**config.mk**
```make
export PLATFORM = sky130hd
export DESIGN_NAME = fifo_wr_arbiter_flat
export DESIGN_NICKNAME = d
export VERILOG_FILES = /design/src/rtl/fifo_wr_arbiter_if.sv /design/src/rtl/fifo_wr_arbiter.sv /design/src/flat_wrapper.sv
export SDC_FILE = /design/constraint.sdc
export NUM_CORES = 1
export LEC_CHECK = 0
export CAP_MARGIN = 20
export CORE_AREA = 2 2 80 52
export CTS_CLUSTER_SIZE = 20
export DETAILED_ROUTE_END_ITERATION = 16
export DIE_AREA = 0 0 82 54
export MAX_ROUTING_LAYER = met4
export SLEW_MARGIN = 15
export SYNTH_ARGS = -nofsm -noshare
export SYNTH_HDL_FRONTEND = slang
export SYNTH_SLANG_ARGS = --single-unit
```
**constraint.sdc**
```tcl
create_clock -name clk -period 1.95 [get_ports clk]
set_input_delay 0.39 -clock clk [delete_from_list [all_inputs] [get_ports clk]]
set_output_delay 0.39 -clock clk [all_outputs]
set_load 0.02 [all_outputs]
```
**src/rtl/fifo_wr_arbiter_if.sv**
```systemverilog
// Bundle between the two byte requesters, the FIFO write port and the status
// outputs of fifo_wr_arbiter.
interface fifo_wr_arbiter_if #(
  parameter int unsigned DATA_WIDTH = 8
);
  logic                    req0_valid;
  logic [2*DATA_WIDTH-1:0] req0_data;
  logic                    req0_ready;
  logic                    req1_valid;
  logic [DATA_WIDTH-1:0]   req1_data;
  logic                    req1_ready;
  logic                    full;
  logic                    w_inc;
  logic [DATA_WIDTH-1:0]   wr_data;
  logic                    busy;
  logic                    grant;

  // Requesters, FIFO flag and observer side.
  modport master (
    output req0_valid, req0_data, req1_valid, req1_data, full,
    input  req0_ready, req1_ready, w_inc, wr_data, busy, grant
  );

  // Arbiter side.
  modport slave (
    input  req0_valid, req0_data, req1_valid, req1_data, full,
    output req0_ready, req1_ready, w_inc, wr_data, busy, grant
  );
endinterface

```
**src/rtl/fifo_wr_arbiter.sv**
```systemverilog
// Shares the async FIFO write port between a 2-byte ALU source and a 1-byte
// register-file source; one transaction at a time, one byte per cycle.
module fifo_wr_arbiter #(
  parameter int unsigned DATA_WIDTH = 8
) (
  input  logic        clk,
  input  logic        rst,
  fifo_wr_arbiter_if.slave bus
);

  typedef enum logic [1:0] {
    IDLE    = 2'd0,
    SEND_LO = 2'd1,
    SEND_HI = 2'd2
  } state_e;

  state_e                  state_q;
  state_e                  state_d;
  logic [2*DATA_WIDTH-1:0] hold_q;
  logic [1:0]              len_q;
  logic                    last_q;
  logic                    grant_q;
  logic                    accept0;
  logic                    accept1;

  // Round-robin on contention: the requester that did not win last time goes.
  always_comb begin
    // NOTE: every output of a combinational block gets a default first so no
    // path leaves it unassigned, which would otherwise infer a latch.
    accept0 = 1'b0;
    accept1 = 1'b0;
    if (state_q == IDLE && !rst) begin
      if (bus.req0_valid && bus.req1_valid) begin
        accept0 = last_q;
        accept1 = !last_q;
      end else begin
        accept0 = bus.req0_valid;
        accept1 = bus.req1_valid;
      end
    end
  end

  assign bus.req0_ready = accept0;
  assign bus.req1_ready = accept1;
  assign bus.busy       = (state_q != IDLE);
  assign bus.grant      = grant_q;

  always_comb begin
    state_d     = state_q;
    bus.w_inc   = 1'b0;
    bus.wr_data = '0;
    unique case (state_q)
      IDLE: begin
        if (accept0 || accept1) state_d = SEND_LO;
      end
      SEND_LO: begin
        bus.wr_data = hold_q[DATA_WIDTH-1:0];
        bus.w_inc   = !bus.full;
        if (!bus.full) state_d = (len_q == 2'd2) ? SEND_HI : IDLE;
      end
      SEND_HI: begin
        bus.wr_data = hold_q[2*DATA_WIDTH-1:DATA_WIDTH];
        bus.w_inc   = !bus.full;
        if (!bus.full) state_d = IDLE;
      end
      default: state_d = IDLE;
    endcase
  end

  always_ff @(posedge clk or posedge rst) begin
    if (rst) begin
      // NOTE: hold_q is a single datapath register, not a memory array, so
      // it is cheap to reset and keeps WR_DATA defined straight out of reset.
      state_q <= IDLE;
      hold_q  <= '0;
      len_q   <= 2'd0;
      last_q  <= 1'b1;
      grant_q <= 1'b0;
    end else begin
      // NOTE: non-blocking assignments so every register samples the values
      // from before this edge, independent of statement order.
      state_q <= state_d;
      if (accept0) begin
        hold_q  <= bus.req0_data;
        len_q   <= 2'd2;
        last_q  <= 1'b0;
        grant_q <= 1'b0;
      end else if (accept1) begin
        hold_q  <= {{DATA_WIDTH{1'b0}}, bus.req1_data};
        len_q   <= 2'd1;
        last_q  <= 1'b1;
        grant_q <= 1'b1;
      end
    end
  end

  // Handshake invariants the FIFO relies on.
  a_one_ready: assert property (@(posedge clk) disable iff (rst)
    !(bus.req0_ready && bus.req1_ready));
  a_no_write_when_full: assert property (@(posedge clk) disable iff (rst)
    !(bus.w_inc && bus.full));
  a_ready_only_idle: assert property (@(posedge clk) disable iff (rst)
    (bus.req0_ready || bus.req1_ready) |-> (state_q == IDLE));

endmodule

```
**src/flat_wrapper.sv**
```systemverilog
// flat-port wrapper written by rule: the top's interface ports become plain ports
module fifo_wr_arbiter_flat 
#(
  parameter int unsigned DATA_WIDTH = 8
)
  (clk, rst, bus_req0_valid, bus_req0_data, bus_req1_valid, bus_req1_data, bus_full, bus_req0_ready, bus_req1_ready, bus_w_inc, bus_wr_data, bus_busy, bus_grant);
  fifo_wr_arbiter_if #(.DATA_WIDTH(DATA_WIDTH)) bus_i ();
  input  logic clk;
  input  logic rst;
  input wire logic [$bits(bus_i.req0_valid)-1:0] bus_req0_valid;
  input wire logic [$bits(bus_i.req0_data)-1:0] bus_req0_data;
  input wire logic [$bits(bus_i.req1_valid)-1:0] bus_req1_valid;
  input wire logic [$bits(bus_i.req1_data)-1:0] bus_req1_data;
  input wire logic [$bits(bus_i.full)-1:0] bus_full;
  output wire logic [$bits(bus_i.req0_ready)-1:0] bus_req0_ready;
  output wire logic [$bits(bus_i.req1_ready)-1:0] bus_req1_ready;
  output wire logic [$bits(bus_i.w_inc)-1:0] bus_w_inc;
  output wire logic [$bits(bus_i.wr_data)-1:0] bus_wr_data;
  output wire logic [$bits(bus_i.busy)-1:0] bus_busy;
  output wire logic [$bits(bus_i.grant)-1:0] bus_grant;
  assign bus_i.req0_valid = bus_req0_valid;
  assign bus_i.req0_data = bus_req0_data;
  assign bus_i.req1_valid = bus_req1_valid;
  assign bus_i.req1_data = bus_req1_data;
  assign bus_i.full = bus_full;
  assign bus_req0_ready = bus_i.req0_ready;
  assign bus_req1_ready = bus_i.req1_ready;
  assign bus_w_inc = bus_i.w_inc;
  assign bus_wr_data = bus_i.wr_data;
  assign bus_busy = bus_i.busy;
  assign bus_grant = bus_i.grant;
  fifo_wr_arbiter #(.DATA_WIDTH(DATA_WIDTH)) u_core (.clk(clk), .rst(rst), .bus(bus_i));
endmodule
```
==> metrics.md <==
| Metric | Value |
|---|---|
| Ports | `42` |
| Highest-delay cell along the critical path | `dfrtp_1` |
| Vias/cell | `4.64` |
| Clk Latency, worst-skew pair | `0.26 ns` |
| Post-Route WL | `3.05 mm` |
| Initial antenna violation count | `0` |
| Drt pass-1 iters | `3` |
| Core area | `3780 um2` |
| Hold Crit Class | `flip-flop to flip-flop` |
| Worst vdd ir | `0.647 mV` |
| Place WS | `-0.349 ns` |
| Antenna viol nets, final | `0` |
| Final #Nets | `182` |
| Area Overhead vs Synth | `56.2%` |
| Post-detail-place hpwl | `2.19 mm` |
| Die X | `82 um` |
| Yosys warns | `0` |
| R2R Path Start | `u_core.state_q[0]` |
| Pwr dens | `1450 nW/um2` |
| Worst Tran Pin Value | `0.293 ns` |
| Status | `finished, final reports clean` |
| Max Fclk | `0.526 GHz` |
| Fin Setup TNS | `0 ns` |
| Root Driver | `clkbuf_8` |
| Dpl cell area | `1630 um2` |
| Buffers on Ports | `41` |
| Remaining DRCs | `0` |
| Sink Count | `21` |
| Hold Crit Depth | `1` |
| WP buf/inv | `3` |
| CP delay by family, top | `buffers and inverters` |
| Worst-path fanout max | `5` |
| RR Endpoint | `u_core.hold_q[7]` |
| Reg area | `527 um2` |
| Total power | `2.40 mW` |
| Mapped Cells | `93` |
| Initial core utilization | `28.1%` |
| H-Tree Level Count | `1` |
| Final worst slack | `0.0490 ns` |
| Pleak | `0.800 nW` |
| Final Non-Filler Cells | `199` |
| Synth cell types | `24` |
| Number of global-route vias before repair | `957` |
| Crit path DAT | `1.51 ns` |
| Finished Cell Area | `1660 um2` |
| Share of cells above drive strength 1 | `29.5%` |
| Number of CTS-inserted buffers | `3` |
| Crit-path cells | `inv_2 > ha_2 > buf_4 > a22oi_1 > nor2b_1 > buf_2` |
| Sequential-to-total area share from yosys stat | `49.6%` |
| Max-Cap Viols | `0` |
| DRT iter0 DRCs | `28` |
| CTS clk-pin slew, worst paths | `0.07 ns` |
| Post-placement cell count | `195` |
| Gr ovfl total | `0` |
| Die area | `4430 um2` |
| Synthesis-stage register bit count | `21` |
| Syn Nets | `125` |
| Routed len/inst | `15.3 um` |
| Final min period | `1.90 ns` |
| Worst R2R Setup Slack | `0.38 ns` |
| Hold Startpoint | `u_core.len_q[1]` |
| Pin count of the biggest net entering global routing | `22` |
| Critical path required time | `1.56 ns` |
| First-pass GRT wire length | `4.75 mm` |
| Clock skew | `0.00514 ns` |
| Hold EP | `u_core.len_q[1]` |
| Fillers | `369` |
| Mean Syn Cell Area | `11.4 um2` |
| Slew margin rel. | `80.4%` |
| Number of diodes | `0` |
| Routed vias | `924` |
| Syn Std Cell Area | `1060 um2` |
| # rows | `18` |
| Unrepaired setup endpoints after global routing | `true` |
| Multi-input gate area | `507 um2` |
| Crit-path max cell delay | `0.41 ns` |
| Routability cong. | `0.812` |
| Final setup fails | `0` |
| Post-route clock period utilization | `97.5%` |
| Fin util | `43.8%` |
| Die Height | `54 um` |
| Total track usage | `15.3%` |
| Setup crit end kind | `primary output` |
| CP startpoint kind | `flip-flop` |
| CTS max path bufs | `2` |
| R2R cell count | `8` |
| CTS tree | `built` |
| Fin Hold WS | `0.501 ns` |
| Fin. max-slew vios | `0` |
| Final hold vios | `0` |
| Worst Path Class, Setup | `flip-flop to primary output` |
-- cells in the mapped netlist --
cell type / instances / share of area (%)
dfrtp_1: 20 / 47
a22o_1: 16 / 13
a21o_1: 9 / 6.4
nor2b_1: 9 / 5.3
a22oi_1: 8 / 5.7
inv_1: 6 / 2.1
ha_1: 3 / 3.5
nor2_1: 3 / 1.1
buf_6: 2 / 2.1
clkbuf_1: 2 / 0.71
nand3b_1: 2 / 1.4
a21oi_1: 1 / 0.47
a21oi_2: 1 / 0.82
a21oi_4: 1 / 1.5
and2b_4: 1 / 0.94
buf_2: 1 / 0.47
dfstp_2: 1 / 2.5
mux2i_1: 1 / 0.94
nand2_1: 1 / 0.35
nand2_2: 1 / 0.59
o21a_1: 1 / 0.71
o21ai_0: 1 / 0.47
o21ai_2: 1 / 0.82
o22a_1: 1 / 0.82
-- sequential cells by signal, indices dropped and copies added, names as in the netlist --
| name | count |
|---|---|
| u_core.state_q | 2 |
| u_core.len_q | 2 |
| u_core.last_q | 1 |
| u_core.hold_q | 16 |
-- layer usage --
metal / track usage [%] / wire length, um
met5: - / 0
met4: 0 / 0
met3: 4.03 / 165
met2: 25.7 / 1390
met1: 20.0 / 1500
-- power breakdown --
part	total [mW]	switching, mW	internal, mW
combinational	1.32	0.618	0.702
sequential	0.801	0.146	0.655
clock	0.281	0.139	0.142
-- repair_timing --
item | 4_1_cts | 5_1_grt
gates resized for setup | 45 | 10
hold buffers | 0 | 0
hold endpoints to repair | 0 | 0
setup buffers | 0 | 0
endpoints found under the setup margin | 12 | 6
-- worst max path at each step --
| stage | from | to | cells after the start |
|---|---|---|---|
| floorplan | u_core.state_q[0] | bus_req0_ready | 6 |
| global placement | rst | bus_req0_ready | 5 |
| detailed placement | rst | bus_req0_ready | 5 |
| CTS | u_core.state_q[1] | bus_wr_data[4] | 6 |
| global route | u_core.state_q[0] | bus_wr_data[3] | 6 |
| finish | u_core.state_q[0] | bus_wr_data[3] | 6 |
-- cell usage in the layout (no fill, tap or decap) --
master / count
ha_2: 1
nand3b_1: 2
a21o_1: 9
a21oi_2: 2
o21a_1: 1
inv_2: 2
a22oi_2: 2
nor2_1: 3
dfstp_2: 1
a22o_1: 16
buf_12: 1
mux2i_1: 1
nand2_2: 1
dlygate4sd2_1: 1
buf_2: 7
o21ai_0: 1
a21oi_4: 1
ha_4: 1
nor2b_1: 9
clkbuf_2: 1
inv_1: 4
o21ai_2: 1
buf_4: 18
clkbuf_8: 3
a22oi_1: 6
o22a_1: 1
clkinv_2: 1
dfrtp_1: 20
clkdlybuf4s50_1: 29
nand2_1: 1
and2b_4: 1
ha_1: 1
-- final cells by class --
cell class / count / area share [%]
Clock buffer: 3 / 2.49
Clock inverter: 1 / 0.302
Inverter: 6 / 1.36
Multi-Input combinational cell: 61 / 30.5
Sequential cell: 21 / 31.7
Tap cell: 50 / 3.77
Timing Repair Buffer: 57 / 29.8
-- kinds of logic after synthesis --
logic type	synth area share [%]
multiplexers	0.942
AND/OR/NAND/NOR	9.66
adder cells (fa/ha/maj)	3.53
buffers and inverters	5.42
flip-flops	49.6
AO/OA/AOI/OAI	30.9
-- worst register-to-register path, cell delays in order, from the launching register on --
cell	delay, ns
dfrtp_1	0.41
inv_2	0.10
ha_4	0.15
and2b_4	0.15
buf_4	0.10
o21ai_2	0.06
buf_12	0.15
a22o_1	0.19
a21o_1	0.15
Note: power is estimated with default switching activity, not from simulation.
